--- src/rtl/nes_pkg.sv ---
// Shared 6502 datapath definitions: register ids, transfer ops, status flag positions
// and the command legality rule used by the register-transfer sequencer.
package nes_pkg;

  localparam int BYTE       = 8;
  localparam int FLAG_N_BIT = 7;
  localparam int FLAG_Z_BIT = 1;

  typedef enum logic [2:0] {
    REG_A  = 3'd0,
    REG_X  = 3'd1,
    REG_Y  = 3'd2,
    REG_SP = 3'd3,
    REG_PC = 3'd4
  } reg_id_t;

  typedef enum logic [1:0] {
    OP_XFER = 2'd0,
    OP_INC  = 2'd1,
    OP_DEC  = 2'd2
  } xfer_op_t;

  function automatic logic is_gpr(input logic [2:0] id);
    return id <= 3'd3;
  endfunction

  // INC/DEC on SP has no 6502 opcode, so it is rejected even when inc/dec exists.
  function automatic logic cmd_legal(input logic [1:0] op, input logic [2:0] src,
                                     input logic [2:0] dst, input logic incdec_en);
    logic ok;
    ok = is_gpr(src);
    if (op == 2'd0)
      ok = ok && is_gpr(dst);
    else if (op == 2'd1 || op == 2'd2)
      ok = ok && incdec_en && (src != 3'd3);
    else
      ok = 1'b0;
    return ok;
  endfunction

endpackage

--- src/rtl/rf_xfer_calc.sv ---
// Combinational result/status calculation for the WRITE cycle.
// RF_XFER_INCDEC_EN builds the incrementer/decrementer; otherwise the result is the read data.
module rf_xfer_calc
  import nes_pkg::*;
#(
  parameter int DATA_W = BYTE
) (
  input  xfer_op_t          op,
  input  logic [DATA_W-1:0] data,
  input  logic [7:0]        status_i,
  output logic [DATA_W-1:0] res,
  output logic [7:0]        status_o
);

`ifdef RF_XFER_INCDEC_EN
  always_comb begin
    case (op)
      OP_INC:  res = data + DATA_W'(1);
      OP_DEC:  res = data - DATA_W'(1);
      default: res = data;
    endcase
  end
`else
  logic unused_op;
  assign unused_op = ^op;
  assign res       = data;
`endif

  always_comb begin
    status_o             = status_i;
    status_o[FLAG_N_BIT] = res[FLAG_N_BIT];
    status_o[FLAG_Z_BIT] = (res == '0);
  end

endmodule

--- src/rtl/rf_xfer_seq.sv ---
// Register-file transfer sequencer: one RF read then one RF write per command, N/Z update on write.
// RF_XFER_INCDEC_EN enables INX/INY/DEX/DEY; without it those ops take the error path.
module rf_xfer_seq
  import nes_pkg::*;
#(
  parameter int DATA_W = BYTE,
  parameter int RF_W   = 16
) (
  input  logic            clk_i,
  input  logic            rstn_i,
  input  logic            cmd_valid_i,
  output logic            cmd_ready_o,
  input  logic [1:0]      cmd_op_i,
  input  logic [2:0]      cmd_src_i,
  input  logic [2:0]      cmd_dst_i,
  output logic            done_o,
  output logic            err_o,
  output logic [2:0]      rf_addr_o,
  output logic            rf_we_o,
  output logic [RF_W-1:0] rf_wdata_o,
  input  logic [RF_W-1:0] rf_rdata_i,
  output logic            status_we_o,
  output logic [7:0]      status_o,
  input  logic [7:0]      status_i
);

`ifdef RF_XFER_INCDEC_EN
  localparam logic INCDEC_EN = 1'b1;
`else
  localparam logic INCDEC_EN = 1'b0;
`endif

  typedef enum logic [1:0] {S_IDLE, S_READ, S_WRITE, S_ERR} state_t;

  state_t            state_q, state_d;
  xfer_op_t          op_q;
  reg_id_t           src_q, dst_q;
  logic [DATA_W-1:0] data_q;
  logic              ready_q;
  logic              accept, legal;
  logic [DATA_W-1:0] res;
  logic [7:0]        status_n;
  logic              unused_rdata_hi;

  assign accept          = cmd_valid_i && ready_q;
  assign legal           = cmd_legal(cmd_op_i, cmd_src_i, cmd_dst_i, INCDEC_EN);
  assign unused_rdata_hi = ^rf_rdata_i[RF_W-1:DATA_W];
  assign cmd_ready_o     = ready_q;

  always_ff @(posedge clk_i or negedge rstn_i) begin
    if (!rstn_i) state_q <= S_IDLE;
    else         state_q <= state_d;
  end

  always_comb begin
    state_d = state_q;
    case (state_q)
      S_IDLE:  if (accept) state_d = legal ? S_READ : S_ERR;
      S_READ:  state_d = S_WRITE;
      S_WRITE: state_d = S_IDLE;
      S_ERR:   state_d = S_IDLE;
      default: state_d = S_IDLE;
    endcase
  end

  // ready is registered so it stays low throughout reset and rises on the first edge after it.
  always_ff @(posedge clk_i or negedge rstn_i) begin
    if (!rstn_i) begin
      ready_q <= 1'b0;
      op_q    <= OP_XFER;
      src_q   <= REG_A;
      dst_q   <= REG_A;
      data_q  <= '0;
    end else begin
      ready_q <= (state_d == S_IDLE);
      if (accept) begin
        op_q  <= xfer_op_t'(cmd_op_i);
        src_q <= reg_id_t'(cmd_src_i);
        dst_q <= reg_id_t'(cmd_dst_i);
      end
      if (state_q == S_READ) data_q <= rf_rdata_i[DATA_W-1:0];
    end
  end

  rf_xfer_calc #(.DATA_W(DATA_W)) u_calc (
    .op       (op_q),
    .data     (data_q),
    .status_i (status_i),
    .res      (res),
    .status_o (status_n)
  );

  always_comb begin
    done_o      = 1'b0;
    err_o       = 1'b0;
    rf_addr_o   = 3'd0;
    rf_we_o     = 1'b0;
    rf_wdata_o  = '0;
    status_we_o = 1'b0;
    status_o    = 8'h00;
    case (state_q)
      S_READ: rf_addr_o = src_q;
      S_WRITE: begin
        rf_addr_o   = (op_q == OP_XFER) ? dst_q : src_q;
        rf_we_o     = 1'b1;
        rf_wdata_o  = {{(RF_W-DATA_W){1'b0}}, res};
        // TXS leaves the flags alone, every other write updates N/Z.
        status_we_o = !(op_q == OP_XFER && dst_q == REG_SP);
        status_o    = status_n;
        done_o      = 1'b1;
      end
      S_ERR: begin
        done_o = 1'b1;
        err_o  = 1'b1;
      end
      default: ;
    endcase
  end

endmodule

--- config.mk ---
export PLATFORM = sky130hd
export DESIGN_NAME = rf_xfer_seq
export DESIGN_NICKNAME = d
export VERILOG_FILES = /design/src/rtl/nes_pkg.sv /design/src/rtl/rf_xfer_calc.sv /design/src/rtl/rf_xfer_seq.sv
export SDC_FILE = /design/constraint.sdc
export NUM_CORES = 1
export LEC_CHECK = 0
export ABC_CLOCK_PERIOD_IN_PS = 4300
export CORE_MARGIN = 2
export CORE_UTILIZATION = 36
export CTS_CLUSTER_DIAMETER = 30
export CTS_CLUSTER_SIZE = 28
export DETAILED_ROUTE_END_ITERATION = 10
export GPL_TIMING_DRIVEN = 1
export PLACE_DENSITY = 0.76
export SLEW_MARGIN = 20
export SYNTH_ARGS = -nofsm -noshare
export SYNTH_HDL_FRONTEND = slang
export SYNTH_HIERARCHICAL = 1
export SYNTH_SLANG_ARGS = --single-unit
--- constraint.sdc ---
create_clock -name clk_i -period 4.3 [get_ports clk_i]
set_input_delay 1.29 -clock clk_i [delete_from_list [all_inputs] [get_ports clk_i]]
set_output_delay 1.29 -clock clk_i [all_outputs]
set_load 0.05 [all_outputs]
==> results.json, run 1 <==
{
  "number_of_cells_on_the_worst_reg_to_reg_path": 3,
  "startpoint_type": "primary input",
  "worst-setup-path-type": "in -> out",
  "post-layout-total-power_uw": 1250,
  "drt_drc_violations_left": 0,
  "worst_pin_slew_ps": 812,
  "endpoint_of_the_worst_hold_timing_path": "data_q[6]$_DFFE_PN0P_",
  "pin_count": 67,
  "max_fanout_on_critical_path": 1,
  "finClkSkew_ps": 1.06,
  "sequential_fraction_of_the_synthesis_area": 0.401,
  "ys_ff_latch": 19,
  "drt_iter0_markers": 18,
  "synth_top_area_cell": "dfrtp_1",
  "final_antenna_net_count": 0,
  "globalRouteTotalUtil": 0.120,
  "firstDrtPassIters": 2,
  "post-route-period-util": 0.917,
  "power_leakage_uw": 0.000660,
  "setup-violations-final": 0,
  "hold_buffers": 0,
  "worst_skew_pair.late_latency_ps": 290,
  "wire_length_per_cell_um": 11.4,
  "r2r_setup_slack_ps": 2730,
  "layout_area_growth_over_synthesis_pct": 33.3,
  "outcome": "completed",
  "grt_start_max_net_pins": 20,
  "portBuffers": 48,
  "max_cap_viol_count": 0,
  "chipWidth_um": 61.4,
  "post-synth-top-area-fraction": 0.401,
  "placed_cells": 185,
  "worst_supply_voltage_drop_on_vdd_mv": 0.578,
  "num_rows": 20,
  "globalRoute.totalOverflow": 0,
  "reg2reg_to": "data_q[1]$_DFFE_PN0P_",
  "floorplan.core_area_sq_um": 3100,
  "drive_above_1_share": 0.186,
  "clock.fmax_mhz": 254,
  "critical_path_required_ps": 3010,
  "synth_top_cells_by_area": "dfrtp_1 (40%), buf_4 (15%), mux2_2 (15%), and2_1 (8.4%), ha_1 (4.2%)",
  "post_layout_nonfiller_instances": 189,
  "vias": 850,
  "clockBufferDepth": 2,
  "drv_slew": 0,
  "antenna_found_initial": 0,
  "netlist-cell-type-count": 23,
  "synth.avg_cell_area_sq_um": 10.6,
  "number_of_instances_in_the_synthesized_netlist": 112,
  "antenna_cells": 0,
  "tritoncts": "yes",
  "hold_depth": 1,
  "synthesis.area_sq_um": 1190,
  "die_h_um": 61.4,
  "grt_pass1_vias": 781,
  "area_of_the_die_sq_um": 3770,
  "setup_total_negative_slack_ps": 0,
  "cts_resized": 0,
  "initial_utilization": 0.382,
  "powerDensity_nw_per_um2": 793,
  "htree_num_levels": 1,
  "cts-buffers-inserted": 3,
  "r2r-start": "state_q[1]$_DFF_PN0_",
  "clock_pin_transition_on_the_worst_setup_and_hold_timing_paths_ps": 100,
  "dp_hpwl_mm": 1.68,
  "most_common_cell_after_layout_fill_and_taps_aside": "clkdlybuf4s50_1",
  "root_buffer": "clkbuf_4",
  "cp_data_arrival_time_ps": 2650,
  "setup.worst_path.end_class": "output port",
  "post-route-min-period_ps": 3940,
  "rsz_0062_raised_after_global_routing": "no",
  "final_hold_viol_count": 0,
  "most_frequent_cells_in_the_layout": "clkdlybuf4s50_1 (45), dfrtp_1 (19), and2_1 (16), mux2_2 (16), conb_1 (8)",
  "fin_worst_hold_slack_ps": 533,
  "numClockSinks": 19,
  "number_of_nets_in_the_layout": 185,
  "finalWirelength_mm": 2.16,
  "postCtsSetupRepairBufs": 0,
  "fillerInstances": 296,
  "worst_slew_margin_rel": 0.457,
  "ys_warn_count": 6,
  "route.detailed.vias_per_inst": 4.50,
  "holdCritStartpoint": "data_q[6]$_DFFE_PN0P_",
  "final_weighted_congestion_in_routability_driven_placement": 0.734,
  "worst_hold_path_type": "reg -> reg",
  "grt_pass1_wl_mm": 3.37
}
state kept, by name (all words and copies together), names as in the netlist:
name / flops
dst_q: 3
state_q: 2
cmd_ready_o: 1
op_q: 2
src_q: 3
data_q: 8
metrics by stage:
| stage | worst slack [ps] | cell area (sq um) | util |
|---|---|---|---|
| finish | 358 | 1580 | 0.510 |
| global route | 308 | 1580 | 0.510 |
| CTS | 349 | 1580 | 0.510 |
| detailed placement | 355 | 1550 | 0.501 |
| global placement | 363 | 1550 | 0.501 |
| floorplan | 798 | 1210 | - |
how the worst max path moves through the flow:
stage	depth (start not counted)	startpoint	endpoint
floorplan	5	state_q[0]$_DFF_PN0_	rf_addr_o[0]
global placement	3	status_i[5]	status_o[5]
detailed placement	3	status_i[2]	status_o[2]
CTS	3	status_i[2]	status_o[2]
global route	5	state_q[1]$_DFF_PN0_	rf_addr_o[1]
finish	3	status_i[2]	status_o[2]
cells by family after synthesis:
logic type / Yosys count / synth area share
flops: 19 / 0.401
other cells: 1 / 0.00316
buf+inv: 30 / 0.173
fa+ha+maj: 4 / 0.0422
compound gates: 9 / 0.0559
mux: 18 / 0.173
simple gates: 31 / 0.152
cells in the mapped netlist:
library cell  instances
buf_4                24
dfrtp_1              19
and2_1               16
mux2_2               16
ha_1                  4
nand2_1               4
nand3_1               4
a31oi_1               3
inv_1                 3
nor2_1                3
o211ai_1              3
or4_1                 2
a21boi_0              1
a41o_1                1
buf_2                 1
clkbuf_1              1
clkbuf_2              1
conb_1                1
mux2_4                1
mux2i_1               1
nor4_2                1
o21a_1                1
or2_2                 1
area by class of cell:
type	count	area, sq um	area share
clock inverters	1	5.00	0.00316
flip-flops and latches	19	475	0.301
repair buffers	49	480	0.304
clock buffers	3	22.5	0.0142
multi-input cells	70	532	0.336
inverters	3	11.3	0.00712
well taps	44	55.1	0.0348
power by group:
part	total [uW]	switching, uW	internal, uW
clock network	86.6	52.0	34.6
registers	343	71.4	272
logic	825	497	327
worst max-delay path: stages:
cell and delay (ps):
clkdlybuf4s50_1 450, and2_1 120, clkdlybuf4s50_1 790
per-layer routing:
layer | up-vias | GRT usage | part of all wire
li1 | 412 | - | -
met4 | 0 | 0.00912 | 0
met1 | 392 | 0.138 | 0.43
met2 | 46 | 0.225 | 0.47
met5 | - | 0 | 0
met3 | 0 | 0.0420 | 0.096
No activity file was read; power rests on OpenSTA's default activity.
==> run 2, diff against run 1 <==
CORE_ASPECT_RATIO = 1.1   (was default)
DONT_BUFFER_PORTS = 1   (was default)
PLACE_DENSITY = 0.57   (was 0.76)
==> run 2 against run 1 <==
Against the previous run: the run now ends with design-rule violations left; maximum frequency rose by 17%; cell count fell by 29%; power fell by 12%; critical endpoint is now rf_addr_o[2]; largest power group unchanged.
==> results.json, run 2 (synthesized netlist as in run 1, its figures left out) <==
{
  "final_util": 0.361,
  "worst_pin_slew_ps": 673,
  "chipWidth_um": 58.7,
  "final_hold_viol_count": 0,
  "post-route-period-util": 0.781,
  "route.detailed.vias_per_inst": 5.22,
  "layout_setup_ws_ps": 942,
  "most_frequent_cells_in_the_layout": "dfrtp_1 (19), and2_1 (16), mux2_2 (16)",
  "clock_pin_transition_on_the_worst_setup_and_hold_timing_paths_ps": 110,
  "grt_pass1_wl_mm": 3.08,
  "setup-violations-final": 0,
  "post-route-min-period_ps": 3360,
  "final_weighted_congestion_in_routability_driven_placement": 0.696,
  "worst-setup-path-type": "reg -> out",
  "worst_skew_pair.late_latency_ps": 300,
  "num_rows": 21,
  "cts_resized": 0,
  "initial_utilization": 0.383,
  "rsz_0062_raised_after_global_routing": "no",
  "die_h_um": 64.2,
  "power_leakage_uw": 0.000492,
  "worst_hold_path_type": "reg -> reg",
  "number_of_nets_in_the_layout": 140,
  "largest_register_ff_count": 8,
  "outcome": "complete, but fails checks",
  "floorplan.core_area_sq_um": 3100,
  "powerDensity_nw_per_um2": 982,
  "finClkSkew_ps": 6.81,
  "firstDrtPassIters": 9,
  "preCtsSetupSlack_ps": 1210,
  "startpoint_type": "flop",
  "setup.worst_path.end_class": "output port",
  "postCtsSetupRepairBufs": 0,
  "antenna_found_initial": 0,
  "reg_top3": "data_q: 8 flops, dst_q: 3 flops, src_q: 3 flops",
  "antenna_cells": 0,
  "dp_hpwl_mm": 1.48,
  "area_of_the_die_sq_um": 3770,
  "grt_start_max_net_pins": 26,
  "htree_num_levels": 1,
  "grt_pass1_vias": 716,
  "setup_total_negative_slack_ps": 0,
  "globalRoute.totalOverflow": 0,
  "cp_data_arrival_time_ps": 2070,
  "max_fanout_on_critical_path": 25,
  "portBuffers": 0,
  "wire_length_per_cell_um": 14.7,
  "numClockSinks": 19,
  "r2r-start": "cmd_ready_o$_DFF_PN0_",
  "finalWirelength_mm": 1.97,
  "vias": 699,
  "max_cap_viol_count": 0,
  "drt_drc_violations_left": 5,
  "drv_slew": 0,
  "tritoncts": "yes",
  "clock.fmax_mhz": 298,
  "clockBufferDepth": 2,
  "most_common_cell_after_layout_fill_and_taps_aside": "dfrtp_1",
  "worst_slew_margin_rel": 0.551,
  "top_register": "data_q",
  "final_antenna_net_count": 0,
  "globalRouteTotalUtil": 0.108,
  "critical_path_required_ps": 3010,
  "cts-buffers-inserted": 3,
  "hold_buffers": 0,
  "drive_above_1_share": 0.270,
  "layout_area_growth_over_synthesis_pct": -5.70,
  "drt_iter0_markers": 22,
  "worst_supply_voltage_drop_on_vdd_mv": 0.349,
  "cp-startpoint": "state_q[0]$_DFF_PN0_",
  "pin_count": 67,
  "root_buffer": "clkbuf_4",
  "holdCritStartpoint": "data_q[6]$_DFFE_PN0P_",
  "failed_checks": "design-rule violations"
}
[run 2: path summary, 6_finish.rpt]
kind | endpoint | slack [ps] | cells past startpoint
max | rf_addr_o[2] | 940 | 5
min | data_q[6]$_DFFE_PN0P_ | 530 | 1
max reg2reg | state_q[1]$_DFF_PN0_ | 2680 | 3
min reg2reg | data_q[6]$_DFFE_PN0P_ | 530 | 1
max in group asynchronous | dst_q[1]$_DFFE_PN0P_ | 3560 | 0
min in group asynchronous | dst_q[0]$_DFFE_PN0P_ | 670 | 0
[run 2: worst max-delay path, stage by stage, from the launching register on]
cell and delay [ps]:
dfrtp_1 420, inv_1 130, ha_1 610, o211ai_1 170
a31oi_1 220, buf_4 220
[run 2: power breakdown]
| group | total (uW) | leakage, uW | internal, uW | switching, uW |
|---|---|---|---|---|
| clock network | 90.6 | 0.0000177 | 34.6 | 56.0 |
| registers | 355 | 0.000225 | 271 | 83.5 |
| logic | 653 | 0.000249 | 195 | 458 |
| total | 1100 | 0.000492 | 500 | 597 |
[run 2: cell type report]
class | count | area, sq um
fillers | 334 | 1980
flip-flops and latches | 19 | 475
well taps | 34 | 42.5
inverters | 3 | 11.3
clock buffers | 3 | 22.5
repair buffers | 4 | 30.0
multi-input cells | 70 | 532
clock inverters | 1 | 5.00
[run 2: routing by layer]
| metal | wire length, um | up-vias | global-route usage |
|---|---|---|---|
| met3 | 201 | 0 | 0.0486 |
| met5 | 0 | - | 0 |
| met2 | 973 | 45 | 0.188 |
| met1 | 790 | 330 | 0.121 |
| li1 | - | 324 | - |
| met4 | 0 | 0 | 0.0170 |
[run 2: per-stage QoR]
stage	area [sq um]	total power (uW)	cells	hold WS (ps)
after floorplan	1210	1000	119	496
after global placement	1090	1010	130	499
after detailed placement	1090	1020	130	510
after CTS	1120	1120	134	538
after global routing	1120	1170	134	558
final	1120	1100	134	534
